<file path="src/rtl/decode_stage_pipe.sv">
// RV32I decode stage: combinational decode into a registered output slot backed by one skid entry.
// Optional macro RV32M_DECODE_EN accepts RV32M (func7=0000001) R-type encodings and flags them as mul/div.
module decode_stage_pipe #(
  parameter int XLEN = 32,
  parameter int PC_W = 32
) (
  input  logic            clk,
  input  logic            rst,
  input  logic            flush,
  input  logic            in_valid,
  output logic            in_ready,
  input  logic [31:0]     in_instr,
  input  logic [PC_W-1:0] in_pc,
  output logic            out_valid,
  input  logic            out_ready,
  output logic [6:0]      out_opcode,
  output logic [4:0]      out_rs1,
  output logic [4:0]      out_rs2,
  output logic [4:0]      out_rd,
  output logic [2:0]      out_func3,
  output logic [6:0]      out_func7,
  output logic [XLEN-1:0] out_imm,
  output logic [2:0]      out_fmt,
  output logic            out_illegal,
  output logic            out_is_muldiv,
  output logic [PC_W-1:0] out_pc
);

  localparam logic [6:0] OP_R      = 7'b0110011;
  localparam logic [6:0] OP_IMM    = 7'b0010011;
  localparam logic [6:0] OP_LOAD   = 7'b0000011;
  localparam logic [6:0] OP_JALR   = 7'b1100111;
  localparam logic [6:0] OP_STORE  = 7'b0100011;
  localparam logic [6:0] OP_BRANCH = 7'b1100011;
  localparam logic [6:0] OP_LUI    = 7'b0110111;
  localparam logic [6:0] OP_AUIPC  = 7'b0010111;
  localparam logic [6:0] OP_JAL    = 7'b1101111;
  localparam logic [6:0] OP_SYSTEM = 7'b1110011;

  localparam logic [2:0] FMT_R   = 3'd0;
  localparam logic [2:0] FMT_I   = 3'd1;
  localparam logic [2:0] FMT_S   = 3'd2;
  localparam logic [2:0] FMT_B   = 3'd3;
  localparam logic [2:0] FMT_U   = 3'd4;
  localparam logic [2:0] FMT_J   = 3'd5;
  localparam logic [2:0] FMT_SYS = 3'd6;
  localparam logic [2:0] FMT_ILL = 3'd7;

  typedef struct packed {
    logic [6:0]      opcode;
    logic [4:0]      rs1;
    logic [4:0]      rs2;
    logic [4:0]      rd;
    logic [2:0]      func3;
    logic [6:0]      func7;
    logic [XLEN-1:0] imm;
    logic [2:0]      fmt;
    logic            illegal;
    logic            is_muldiv;
  } dec_t;

  logic [6:0]  op;
  logic [2:0]  f3;
  logic [6:0]  f7;
  logic        base_f7_ok;
  logic        shift_f7_ok;
  logic        muldiv_enc;
  logic [31:0] imm32;
  logic        bad;
  dec_t        dec_next;

  assign op = in_instr[6:0];
  assign f3 = in_instr[14:12];
  assign f7 = in_instr[31:25];

  // 0100000 is only meaningful for sub/sra (R) and srai (shift-immediate, func3=101).
  assign base_f7_ok  = (f7 == 7'b0000000) ||
                       ((f7 == 7'b0100000) && ((f3 == 3'b000) || (f3 == 3'b101)));
  assign shift_f7_ok = (f7 == 7'b0000000) || ((f7 == 7'b0100000) && (f3 == 3'b101));

`ifdef RV32M_DECODE_EN
  assign muldiv_enc = (f7 == 7'b0000001);
`else
  assign muldiv_enc = 1'b0;
`endif

  always_comb begin
    dec_next        = '0;
    dec_next.opcode = op;
    imm32           = 32'd0;
    bad             = 1'b0;
    case (op)
      OP_R: begin
        dec_next.fmt       = FMT_R;
        dec_next.rs1       = in_instr[19:15];
        dec_next.rs2       = in_instr[24:20];
        dec_next.rd        = in_instr[11:7];
        dec_next.func3     = f3;
        dec_next.func7     = f7;
        dec_next.is_muldiv = muldiv_enc;
        bad                = !(base_f7_ok || muldiv_enc);
      end
      OP_IMM, OP_LOAD, OP_JALR: begin
        dec_next.fmt   = FMT_I;
        dec_next.rs1   = in_instr[19:15];
        dec_next.rd    = in_instr[11:7];
        dec_next.func3 = f3;
        imm32          = {{20{in_instr[31]}}, in_instr[31:20]};
        if (op == OP_IMM && (f3 == 3'b001 || f3 == 3'b101)) begin
          dec_next.func7 = f7;
          bad            = !shift_f7_ok;
        end else if (op == OP_LOAD) begin
          bad = (f3 == 3'b011) || (f3 == 3'b110) || (f3 == 3'b111);
        end else if (op == OP_JALR) begin
          bad = (f3 != 3'b000);
        end
      end
      OP_STORE: begin
        dec_next.fmt   = FMT_S;
        dec_next.rs1   = in_instr[19:15];
        dec_next.rs2   = in_instr[24:20];
        dec_next.func3 = f3;
        imm32          = {{20{in_instr[31]}}, in_instr[31:25], in_instr[11:7]};
        bad            = (f3 >= 3'b011);
      end
      OP_BRANCH: begin
        dec_next.fmt   = FMT_B;
        dec_next.rs1   = in_instr[19:15];
        dec_next.rs2   = in_instr[24:20];
        dec_next.func3 = f3;
        imm32          = {{19{in_instr[31]}}, in_instr[31], in_instr[7],
                          in_instr[30:25], in_instr[11:8], 1'b0};
        bad            = (f3 == 3'b010) || (f3 == 3'b011);
      end
      OP_LUI, OP_AUIPC: begin
        dec_next.fmt = FMT_U;
        dec_next.rd  = in_instr[11:7];
        imm32        = {in_instr[31:12], 12'b0};
      end
      OP_JAL: begin
        dec_next.fmt = FMT_J;
        dec_next.rd  = in_instr[11:7];
        imm32        = {{11{in_instr[31]}}, in_instr[31], in_instr[19:12],
                        in_instr[20], in_instr[30:21], 1'b0};
      end
      OP_SYSTEM: begin
        dec_next.fmt   = FMT_SYS;
        dec_next.func3 = f3;
        imm32          = {{20{in_instr[31]}}, in_instr[31:20]};
      end
      default: bad = 1'b1;
    endcase
    dec_next.imm = XLEN'($signed(imm32));
    // Illegal entries keep only the opcode; execute traps on the flag and the carried PC.
    if (bad) begin
      dec_next         = '0;
      dec_next.opcode  = op;
      dec_next.fmt     = FMT_ILL;
      dec_next.illegal = 1'b1;
    end
  end

  dec_t            out_reg, out_next;
  dec_t            skid_reg, skid_next;
  logic [PC_W-1:0] out_pc_reg, out_pc_next;
  logic [PC_W-1:0] skid_pc_reg, skid_pc_next;
  logic            out_valid_reg, out_valid_next;
  logic            skid_valid_reg, skid_valid_next;
  logic            in_ready_reg, in_ready_next;
  logic            accept;
  logic            out_free;

  assign accept   = in_valid && in_ready_reg;
  assign out_free = !out_valid_reg || out_ready;

  always_comb begin
    out_next        = out_reg;
    out_pc_next     = out_pc_reg;
    out_valid_next  = out_valid_reg;
    skid_next       = skid_reg;
    skid_pc_next    = skid_pc_reg;
    skid_valid_next = skid_valid_reg;
    if (flush) begin
      out_valid_next  = 1'b0;
      skid_valid_next = 1'b0;
    end else if (out_free) begin
      // The skid entry is older than anything arriving now, so it drains first.
      if (skid_valid_reg) begin
        out_next        = skid_reg;
        out_pc_next     = skid_pc_reg;
        out_valid_next  = 1'b1;
        skid_valid_next = 1'b0;
      end else if (accept) begin
        out_next       = dec_next;
        out_pc_next    = in_pc;
        out_valid_next = 1'b1;
      end else begin
        out_valid_next = 1'b0;
      end
    end else if (accept) begin
      skid_next       = dec_next;
      skid_pc_next    = in_pc;
      skid_valid_next = 1'b1;
    end
    in_ready_next = !skid_valid_next;
  end

  always_ff @(posedge clk) begin
    if (rst) begin
      out_reg        <= '0;
      skid_reg       <= '0;
      out_pc_reg     <= '0;
      skid_pc_reg    <= '0;
      out_valid_reg  <= 1'b0;
      skid_valid_reg <= 1'b0;
      in_ready_reg   <= 1'b0;
    end else begin
      out_reg        <= out_next;
      skid_reg       <= skid_next;
      out_pc_reg     <= out_pc_next;
      skid_pc_reg    <= skid_pc_next;
      out_valid_reg  <= out_valid_next;
      skid_valid_reg <= skid_valid_next;
      in_ready_reg   <= in_ready_next;
    end
  end

  assign in_ready      = in_ready_reg;
  assign out_valid     = out_valid_reg;
  assign out_opcode    = out_reg.opcode;
  assign out_rs1       = out_reg.rs1;
  assign out_rs2       = out_reg.rs2;
  assign out_rd        = out_reg.rd;
  assign out_func3     = out_reg.func3;
  assign out_func7     = out_reg.func7;
  assign out_imm       = out_reg.imm;
  assign out_fmt       = out_reg.fmt;
  assign out_illegal   = out_reg.illegal;
  assign out_is_muldiv = out_reg.is_muldiv;
  assign out_pc        = out_pc_reg;

endmodule
</file>
<file path="config.mk">
export PLATFORM = sky130hd
export DESIGN_NAME = decode_stage_pipe
export DESIGN_NICKNAME = d
export VERILOG_FILES = /design/src/rtl/decode_stage_pipe.sv
export SDC_FILE = /design/constraint.sdc
export NUM_CORES = 1
export LEC_CHECK = 0
export ABC_AREA = 1
export BUFFER_PORTS_ARGS = -buffer_cell sky130_fd_sc_hd__buf_2
export CAP_MARGIN = 20
export CORE_MARGIN = 10
export CORE_UTILIZATION = 55
export DETAILED_ROUTE_END_ITERATION = 10
export PLACE_DENSITY = 0.8
export SLEW_MARGIN = 40
export SYNTH_ARGS = -nofsm -noshare
export SYNTH_HDL_FRONTEND = slang
export SYNTH_SLANG_ARGS = --single-unit
</file>
<file path="constraint.sdc">
create_clock -name clk -period 2.05 [get_ports clk]
set_input_delay 0.41 -clock clk [delete_from_list [all_inputs] [get_ports clk]]
set_output_delay 0.41 -clock clk [all_outputs]
set_load 0.005 [all_outputs]
</file>
==> results_dict.tcl <==
set metrics [dict create \
    clkPwrFrac 0.451 \
    boundaryPins 172 \
    synth-seq-cells 203 \
    die_x_um 146 \
    synth_area_leaders "dfxtp_1 (47%), nand2_1 (14%), nor2_1 (9.9%)" \
    regArea_sq_um 4070 \
    nets 1492 \
    dpl.hpwl_um 16800 \
    synth_area_sq_um 8710 \
    switching_share 0.228 \
    pre_cts_ws_ps -133 \
    hold_slack_ps 147 \
    detail_route.wl_per_cell_um 15.2 \
    p_int_mw 6.45 \
    synthArstFlopShare 0 \
    fin_area_sq_um 10600 \
    cp_max_fo 6 \
    p_leak_nw 5.26 \
    fmax_ghz 0.574 \
    layout_setup_ws_ps 309 \
    layout.cells.non_filler 1651 \
    seqPwrFrac 0.483 \
    gp_congestion 0.914 \
    core_sq_um 15400 \
    syn_avg_cell_area_sq_um 6.82 \
    ir_worst_vdd_uv 595 \
    synth-edff-count 0 \
    cts-root-buf "clkbuf_16" \
    largest_reg_flops 68 \
    dr.first_iter.drc_count 777 \
    ys_seq_area_frac 0.467 \
    finalCriticalPeriod_ps 1740 \
    cts_tree "yes" \
    r2r-start "in_ready$_SDFF_PP0_" \
    powerDensity_nw_per_um2 785 \
    cp.required_ps 2470 \
    clock_skew_ps 5.71 \
    num_rows 45 \
    place_area_sq_um 9940 \
    cts_buffer_depth 3 \
    ctsResizeCount 0 \
    setup_tns_ps 0 \
    critical_path_buf_inv_count 5 \
    dp_cells 1610 \
    ant_nets 0 \
    dr.pass1.iters 5 \
    synth.distinct_cells 22 \
    initial_core_util 0.567 \
    end_kind "register" \
    status "finished clean" \
    hold_violations 0 \
    hold_buffers 0 \
    portBuffers 170 \
    power_frac_comb 0.065 \
    antenna_found_initial 2 \
    clkTransAtPathRegs_ps 60 \
    yosysTopAreaCell "dfxtp_1" \
    path_common_cell "nand2_1" \
    cts_htree_levels 1 \
    die_y_um 146 \
    drc 0 \
    arrival_ps 2170 \
    cpPeakStageDelay_ps 260 \
    critPathSlowestCell "nor2_1" \
    path_cells "buf_2 > nand2_1 > inv_2 > nand2_2 > nor2_1 > buf_4 > inv_1 > nand2_1 > nor2_1 > buf_4 > nor2_1 > nand2_1 > nand2_1 > nand2_1 > a21oi_1" \
    cts_sinks 203 \
    p_switching_mw 1.90 \
    worst_pin_slew_ps 734 \
    die_area_sq_um 21300 \
    max-slew-margin-rel 0.511 \
    routed_via_density 5.36 \
    netlist_instances 1277 \
    multi_input_area_sq_um 4080 \
    min_path_cells 3 \
    max-cap-violations 0 \
    layout-drive-gt1-share 0.187 \
    critPathKind "in2reg" \
    final_max_slew_viol_count 0 \
    startpoint_type "input port" \
    synth.net_count 1346 \
    yosys_most_used_dff "dfxtp_1" \
    synth_top_area_frac 0.467 \
    synth_common_cells "nand2_1 (333), nor2_1 (230), dfxtp_1 (203)" \
    worst-r2r-cell-count 7 \
    rsz0062_at_grt "no" \
    routed_wl_um 25100 \
    grt_max_degree 149 \
    grt_use_total 0.224 \
    yosysMostFrequentCell "nand2_1" \
    ys_warn_count 0 \
    min_from "in_pc[19]" \
    crit_start "in_instr[1]" \
    worstSetupPathDepth 15 \
    grt_pass1_wl_um 41100 \
    fin_crit_sh 0.849 \
    fillers 1320 \
    cp_top_family "simple AND/OR/NAND/NOR gates" \
    post_cts_buffers 0 \
    syn_to_final_growth_pct 22.1 \
    cts_inserted_buffers 22 \
    setup_viol 0 \
    grt_pass1_vias 8313 \
    clk_latency_ps 500 \
    grt-ovfl-total 0 \
    hold_path_class "in2reg" \
    route.vias.total 8848 \
]
## worst paths after layout
path         slack [ps]                           end
max                 310       out_rs1[2]$_SDFFE_PP0P_
min reg2reg         440     skid_reg[37]$_SDFFE_PP0P_
max reg2reg         410    out_opcode[2]$_SDFFE_PP0P_
min                 150  skid_pc_reg[19]$_SDFFE_PP0P_
## layer usage
metal	share of wire	vias to the layer above	GRT usage
li1	-	4430	-
met1	0.43	4014	0.288
met2	0.46	360	0.355
met3	0.084	44	0.0540
met4	0.029	0	0.0809
met5	0	-	0
## metrics by stage
| step | util | power, mW |
|---|---|---|
| detailed placement | 0.647 | 4.66 |
| global placement | 0.647 | 4.65 |
| CTS | 0.692 | 8.40 |
| finish | 0.692 | 8.35 |
| floorplan | - | 4.39 |
| global route | 0.692 | 8.63 |
## worst reg2reg max path, stage by stage (launching register included)
cell,delay [ps]
dfxtp_1,340
nand2_1,120
nand2_1,100
nand2_1,100
nor2_4,120
buf_4,450
o21ai_0,160
a31oi_1,170
## cell families after synthesis
group,Yosys count,synth area share
compound gates,323,0.195
buf+inv,145,0.0666
flops,203,0.467
other cells,1,0.000430
simple gates,605,0.272
## final cells by class
class	count	area share
well taps	211	0.0248
multi-input cells	929	0.384
inverters	50	0.0180
diodes	2	0.000471
clock inverters	2	0.000941
clock buffers	37	0.0638
flip-flops and latches	203	0.382
repair buffers	217	0.126
## power by group through the flow
stage | clock network, mW | registers, mW | logic [mW]
finish | 3.77 | 4.04 | 0.545
global route | 3.99 | 4.04 | 0.606
CTS | 3.82 | 4.03 | 0.542
detailed placement | 0 | 4.12 | 0.538
global placement | 0 | 4.12 | 0.533
floorplan | 0 | 4.12 | 0.275
## layout by cell type, fill, tap and decap left out, drive strengths merged, types with 23 or more instances in the layout
| master | n |
|---|---|
| nand2 | 338 |
| nor2 | 237 |
| buf | 217 |
| dfxtp | 203 |
| o21ai | 152 |
| a21oi | 120 |
| inv | 49 |
| a31oi | 39 |
| clkbuf | 37 |
| nand3 | 23 |
No activity file was read; power rests on OpenSTA's default activity.
